===== config.mk =====
export PLATFORM = sky130hd
export DESIGN_NAME = instr_fetch
export DESIGN_NICKNAME = d
export VERILOG_FILES = /design/src/rtl/instr_fetch.sv
export SDC_FILE = /design/constraint.sdc
export NUM_CORES = 1
export LEC_CHECK = 0
export CAP_MARGIN = 20
export CORE_MARGIN = 2
export CORE_UTILIZATION = 45
export DETAILED_ROUTE_END_ITERATION = 16
export PLACE_DENSITY = 0.86
export SETUP_SLACK_MARGIN = 0.02
export SYNTH_ARGS = -nofsm -noshare
export SYNTH_HDL_FRONTEND = slang
export SYNTH_SLANG_ARGS = --single-unit

===== constraint.sdc =====
create_clock -name clk -period 1.85 [get_ports clk]
set_input_delay 0.185 -clock clk [delete_from_list [all_inputs] [get_ports clk]]
set_output_delay 0.185 -clock clk [all_outputs]
set_load 0.1 [all_outputs]

===== src/rtl/instr_fetch.sv =====
// Instruction fetch stage: issues one word read per instruction, buffers returned
// words with their PC in a 2-entry FIFO for decode. Optional: FETCH_MISALIGN_CHECK_EN.
module instr_fetch #(
    parameter int ADDR_W = 32,
    parameter int DATA_W = 32
) (
    input  logic              clk,
    input  logic              rst_n,
    input  logic [ADDR_W-1:0] pc,
    input  logic              flush,
    output logic              pc_en,
    output logic              mem_req_valid,
    input  logic              mem_req_ready,
    output logic [ADDR_W-1:0] mem_req_addr,
    input  logic              mem_rsp_valid,
    input  logic [DATA_W-1:0] mem_rsp_data,
    output logic              inst_valid,
    input  logic              inst_ready,
    output logic [DATA_W-1:0] inst_data,
    output logic [ADDR_W-1:0] inst_pc,
    output logic              fault,
    output logic [2:0]        dbg_state,
    output logic [1:0]        dbg_count
);

    // Handshakes: a transfer happens in any cycle where valid and ready are both
    // high at the rising edge; valid never waits on ready.
    typedef enum logic [2:0] {
        S_IDLE    = 3'd0,
        S_REQ     = 3'd1,
        S_WAIT    = 3'd2,
        S_DISCARD = 3'd3,
        S_HALT    = 3'd4
    } state_e;

    state_e state_q, state_d;

    logic [1:0]        count_q, count_d;
    logic [ADDR_W-1:0] req_pc_q, req_pc_d;
    logic [DATA_W-1:0] slot0_data_q, slot0_data_d;
    logic [ADDR_W-1:0] slot0_pc_q, slot0_pc_d;
    logic [DATA_W-1:0] slot1_data_q, slot1_data_d;
    logic [ADDR_W-1:0] slot1_pc_q, slot1_pc_d;

    logic pc_misaligned;
    logic push;
    logic pop;
    logic req_fire;

`ifdef FETCH_MISALIGN_CHECK_EN
    logic fault_q, fault_d;

    assign pc_misaligned = (pc[1:0] != 2'b00);
    assign fault         = fault_q;

    always_comb begin
        fault_d = fault_q;
        if (flush) begin
            fault_d = 1'b0;
        end else if (state_q == S_REQ && pc_misaligned) begin
            fault_d = 1'b1;
        end
    end

    always_ff @(posedge clk or negedge rst_n) begin
        if (!rst_n) begin
            fault_q <= 1'b0;
        end else begin
            fault_q <= fault_d;
        end
    end
`else
    // Low PC bits are ignored: the request address is always word aligned.
    logic unused_pc_lo;
    assign unused_pc_lo  = ^pc[1:0];
    assign pc_misaligned = 1'b0;
    assign fault         = 1'b0;
`endif

    // State register
    always_ff @(posedge clk or negedge rst_n) begin
        if (!rst_n) begin
            state_q <= S_IDLE;
        end else begin
            state_q <= state_d;
        end
    end

    // Next-state logic
    always_comb begin
        state_d = state_q;
        unique case (state_q)
            S_IDLE: begin
                state_d = S_REQ;
            end
            S_REQ: begin
                if (flush) begin
                    state_d = S_REQ;
                end else if (pc_misaligned) begin
                    state_d = S_HALT;
                end else if (req_fire) begin
                    state_d = S_WAIT;
                end
            end
            S_WAIT: begin
                if (flush) begin
                    state_d = mem_rsp_valid ? S_REQ : S_DISCARD;
                end else if (mem_rsp_valid) begin
                    state_d = S_REQ;
                end
            end
            S_DISCARD: begin
                // A beat arriving here is always the stale one, even under a new flush.
                if (mem_rsp_valid) begin
                    state_d = S_REQ;
                end
            end
            S_HALT: begin
                if (flush) begin
                    state_d = S_REQ;
                end
            end
            default: begin
                state_d = S_IDLE;
            end
        endcase
    end

    // Output logic
    always_comb begin
        mem_req_valid = 1'b0;
        mem_req_addr  = '0;
        push          = 1'b0;
        if (state_q == S_REQ && count_q != 2'd2 && !flush && !pc_misaligned) begin
            mem_req_valid = 1'b1;
            mem_req_addr  = {pc[ADDR_W-1:2], 2'b00};
        end
        if (state_q == S_WAIT && mem_rsp_valid && !flush) begin
            push = 1'b1;
        end
    end

    assign req_fire   = mem_req_valid && mem_req_ready;
    assign pc_en      = req_fire;
    assign inst_valid = (count_q != 2'd0);
    assign pop        = inst_valid && inst_ready;
    assign inst_data  = slot0_data_q;
    assign inst_pc    = slot0_pc_q;
    assign dbg_state  = state_q;
    assign dbg_count  = count_q;

    always_comb begin
        req_pc_d = req_pc_q;
        if (req_fire) begin
            req_pc_d = pc;
        end
    end

    // FIFO: slot0 is always the head, so a pop shifts slot1 forward.
    always_comb begin
        count_d      = count_q;
        slot0_data_d = slot0_data_q;
        slot0_pc_d   = slot0_pc_q;
        slot1_data_d = slot1_data_q;
        slot1_pc_d   = slot1_pc_q;
        if (flush) begin
            count_d = 2'd0;
        end else begin
            if (pop) begin
                slot0_data_d = slot1_data_q;
                slot0_pc_d   = slot1_pc_q;
            end
            if (push && (count_q != 2'd2 || pop)) begin
                if (count_q == 2'd0 || (count_q == 2'd1 && pop)) begin
                    slot0_data_d = mem_rsp_data;
                    slot0_pc_d   = req_pc_q;
                end else begin
                    slot1_data_d = mem_rsp_data;
                    slot1_pc_d   = req_pc_q;
                end
            end
            count_d = count_q + {1'b0, push} - {1'b0, pop};
        end
    end

    always_ff @(posedge clk or negedge rst_n) begin
        if (!rst_n) begin
            count_q      <= 2'd0;
            req_pc_q     <= '0;
            slot0_data_q <= '0;
            slot0_pc_q   <= '0;
            slot1_data_q <= '0;
            slot1_pc_q   <= '0;
        end else begin
            count_q      <= count_d;
            req_pc_q     <= req_pc_d;
            slot0_data_q <= slot0_data_d;
            slot0_pc_q   <= slot0_pc_d;
            slot1_data_q <= slot1_data_d;
            slot1_pc_q   <= slot1_pc_d;
        end
    end

endmodule


---- Word-level counts from Yosys, hierarchy flattened ----
Cells that the tools add are included.
word-level totals
  bits in registers ....................... 165
  logic and storage cells ................. 52
cells by class
  $add $sub $neg .......................... 2
  eq/ne operators ......................... 8
  muxes and demuxes ....................... 17
  bitwise logic cells ..................... 2
  reduce and logical (&&, ||, !) cells .... 16
operators by type and width
  operator                                             number
  2-to-1 mux 32 bit                                    7
  2-to-1 mux 3 bit                                     5
  one-hot mux 3 bit (5 select lines)                   1
  logical AND 1 bit                                    8
  equality test 3 x 2 -> 1 bit, second input constant  2
  2-to-1 mux 2 bit                                     2
  != test 2 bit, second input constant                 2
  equality test 3 x 1 -> 1 bit, second input constant  1
  equality test 3 bit, second input constant           1
  zero test 3 bit                                      1
  != test 3 bit, second input constant                 1
  AND reduction 3 bit                                  1
  adder 2 x 1 -> 2 bit                                 1
  equality test 2 x 1 -> 1 bit, second input constant  1
  zero test 2 bit                                      1
  logical OR 1 bit                                     2
  2-to-1 mux 1 bit                                     2
  NOT 1 bit                                            2
  AND reduction 2 bit                                  1
  nonzero test 2 bit                                   1
  subtractor 2 x 1 -> 2 bit                            1
  zero test 1 bit                                      1

---- Longest topological paths before layout ----
  depth after elaboration ................. 8
  gate-level depth with buffers ........... 9
  gate-level depth less buffers ........... 8

---- Worst setup path before layout ----
No wires, ideal clock.
  path type ............................... reg2reg
  start point ............................. register state_q[1], in the netlist dbg_state[1]
  end point ............................... register count_q[1], in the netlist dbg_count[1]
  setup time .............................. 0.122 ns
  data arrival time ....................... 2.531 ns
  setup slack ............................. -0.803 ns
  cell stages (with the launch flop) ...... 10
  period minus slack after synthesis ...... 2.653 ns
  cell sequence ........................... dfrtp_1 and4bb_2 clkbuf_1 nand2b_1 ha_1 inv_1 ha_1 xnor2_1 xnor2_1 nor2_1
on the way
  longest elaborated chain between the ends .. 7
ends and longest elaborated chain
  element                          line  text
  start: declaration               36    state_e state_q, state_d;
  start signal: assignment         85    state_q <= state_d;
  equality test 3 x 2 -> 1 bit     138   if (state_q == S_WAIT && mem_rsp_valid && !flush) begin
  logical AND 1 bit (2 in series)  138
  2-to-1 mux 1 bit                 138
  adder 2 x 1 -> 2 bit             182   count_d = count_q + {1'b0, push} - {1'b0, pop};
  subtractor 2 x 1 -> 2 bit        182
  2-to-1 mux 2 bit                 166   if (flush) begin
  net count_d[1]                   38    logic [1:0] count_q, count_d;
  end signal: assignment           195   count_q <= count_d;
  end: declaration                 38
The timed path passes the listed nets, and every way through them passes these cells.
A chain may end at the register's enable or synchronous reset.

---- Final worst setup path ----
  start point ............................. register state_q[1], in the netlist dbg_state[1]
  end point ............................... output port mem_req_addr[26]
on the way
  longest elaborated chain between the ends .. 4
ends and longest elaborated chain
  element                          line  text
  equality test 3 x 1 -> 1 bit     134   if (state_q == S_REQ && count_q != 2'd2 && !flush && !pc_misaligned) begin
  logical AND 1 bit (2 in series)  134
  2-to-1 mux 32 bit                134
  end: declaration                 14    output logic [ADDR_W-1:0] mem_req_addr,
Every way passes these cells.

==> metrics.txt <==
fmax=465.8 MHz; violated checks=setup timing; type of the worst setup path=register to output port; reg-to-reg setup timing slack=-190 ps; GRT Overall Usage=23.01%; Met3 Routed Length=1478 microns; routed vias/inst=5.672; worst skew pair latency=430 ps; post-DR wirelength/cell=21.41 microns; Worst Setup SP=dbg_state[1]$_DFFE_PN0P_; global-route wire length before repair=31,820 microns; top routing layer in use=met4; number of port buffers=171; initial antenna violation count=0; WL met1=9263 microns; Gate Count Post-Synth=635; worst path arrival time=1960 ps; DRC=0; number of max-cap violations=0; Clk pin slew, worst setup/hold paths=60 ps; total negative slack=-19,180 ps; Power Dens Cells=1824 nW/um^2; Die H=132.0 microns; worst-path maximum fanout=10; Post-DP Area=10,050 sq um; most frequent cells in the layout=dfrtp_1, inv_1, buf_4; crit end category=output port; DR vias=6,080; Die Wd=132.0 microns; slew margin rel.=60.53%; Distinct cells, synth=34; Worst Skew=10.48 ps; Reg-to-Reg End=inst_pc[19]$_DFFE_PN0N_; Max VDD drop=1.598 mV; final max-slew violation count=0; Final min period=2147 ps; P&R area growth vs syn=56.06%; Post-Route Utilization=72.21%; drt total wl=22,950 microns; status=complete, but fails checks; reg2reg start=dbg_state[1]$_DFFE_PN0P_; most common cell after layout, fill and taps aside=dfrtp_1; DRT antenna net count=0; Avg Cell Area, Syn=11.62 sq um; Yosys reg bits=165; Yosys Warn Count=0; number of global-route vias before repair=5,952; CTS tree=built; RSZ-0062 raised after global routing=yes; cell area after layout=11,510 sq um; WHS=278.5 ps; # setup viols final=178; grt ovf=0; Pleak=5.077 nW; number of diodes=0; dpl hpwl=13,030 microns; pre-CTS setup slack=-141.7 ps; Cell Area, Synth=7377 sq um; Final Hold Fails=0; core area=15,940 sq um; Slew @ Worst Pin=592.0 ps; CTS root buffer=clkbuf_16; R2R cell count=7; CP startpoint kind=register; part of the cycle the worst path needs=116.0%; metal2 WL=11,770 microns; largest net degree at the start of global routing=65; layout cells sized above 1=43.22%; total CTS buffers=17; drt pass-1 iters=4; Site Rows=46; number of DRC markers in iteration 0=447; Worst Path Required=1660 ps; sequential share of the synthesized area=55.97%; worst-case clock buffer depth=2; HP Class=input port to asynchronous set/reset pin; # clock sinks=165; I/O pin count=175; CP endpoint=mem_req_addr[26]; final worst slack=-296.8 ps; Initial Util=46.27%; Max H-tree Level=4; Die ar.=17,430 sq um; RePlAce Congestion=0.7774; Final Net Count=916
-- cells by family after synthesis --
group | share of synthesized area [%]
flip-flops | 55.97
adder cells (fa/ha/maj) | 0.3392
XOR/XNOR | 0.2375
multiplexers | 14.65
AO/OA/AOI/OAI | 8.429
buffers and inverters | 10.41
AND/OR/NAND/NOR | 9.905
other | 0.05083
-- what timing repair did --
item,CTS,global route
endpoints found under the setup margin,35,70
gates cloned,1,10
endpoints found under the hold margin,42,0
buffers inserted,5,12
pin swaps,9,18
hold buffers,1,0
gates resized for setup,12,84
-- how the worst min path moves through the flow --
stage | to | slack [ps] | cells past startpoint | start
after floorplan | dbg_count[1]$_DFF_PN0_ | -110 | 0 | rst_n
after global placement | inst_pc[24]$_DFFE_PN0N_ | 150 | 1 | rst_n
after detailed placement | inst_pc[24]$_DFFE_PN0N_ | 140 | 1 | rst_n
after CTS | inst_pc[24]$_DFFE_PN0N_ | 290 | 2 | rst_n
after global routing | inst_pc[24]$_DFFE_PN0N_ | 310 | 2 | rst_n
final | inst_pc[24]$_DFFE_PN0N_ | 280 | 2 | rst_n
-- critical path: stages, from the launching register on --
cell     delay [ps]
dfrtp_4         490
nor4b_4         320
buf_6           190
buf_8           160
and3_4          210
buf_12          170
-- routing by layer --
layer	vias up	global-route usage [%]
met5	-	0
li1	2655	-
met4	0	7.367
met2	290	38.69
met3	34	4.383
met1	3101	30.22
-- stage by stage --
step	std cells	power, mW
after floorplan	637	13.40
after CTS	1053	20.14
after detailed placement	1015	16.38
final	1072	20.99
after global routing	1072	21.65
after global placement	1015	16.18
-- sequential cells by signal, indices dropped and copies added, names as in the netlist --
register	cells
inst_data	32
inst_pc	32
req_pc_q	32
slot1_data_q	32
slot1_pc_q	32
dbg_state	3
dbg_count	2
-- power by group --
group	leakage (nW)	internal, mW	total, mW	switching, mW
sequential	2.17	4.75	5.61	0.859
combinational	2.63	3.69	11.7	8.02
clock	0.282	2.22	3.66	1.44
total	5.08	10.7	21.0	10.3
-- layout make-up --
class                           count  area (sq um)
Clock buffer                       23         478.0
Clock inverter                      8         125.1
Fill cell                        1034          4431
Inverter                          132         498.0
Multi-Input combinational cell    288          3142
Sequential cell                   165          4145
Tap cell                          216         270.3
Timing Repair Buffer              240          2854
-- cells in the mapped netlist (all sizes together) --
library cell / number / area share, %
o221ai: 64 / 7.6
nand2: 1 / 0.051
and2: 1 / 0.085
and3: 30 / 2.5
o211a: 1 / 0.14
nand3: 1 / 0.068
clkbuf: 31 / 1.6
ha: 2 / 0.34
dfrtp: 165 / 56
nand3b: 1 / 0.10
xnor2: 2 / 0.24
inv: 132 / 6.7
or3: 1 / 0.085
nor4b: 2 / 0.32
o22a: 1 / 0.12
buf: 21 / 2.1
mux2: 96 / 15
a211oi: 1 / 0.27
o21ai: 1 / 0.068
a21oi: 1 / 0.068
nand2b: 5 / 0.42
nor2: 4 / 0.20
nand4bb: 1 / 0.15
nor3b: 1 / 0.10
conb: 1 / 0.051
nand4: 64 / 5.4
o22ai: 1 / 0.17
nor2b: 2 / 0.17
and4bb: 1 / 0.17
Note: power is estimated with default switching activity, not from simulation.
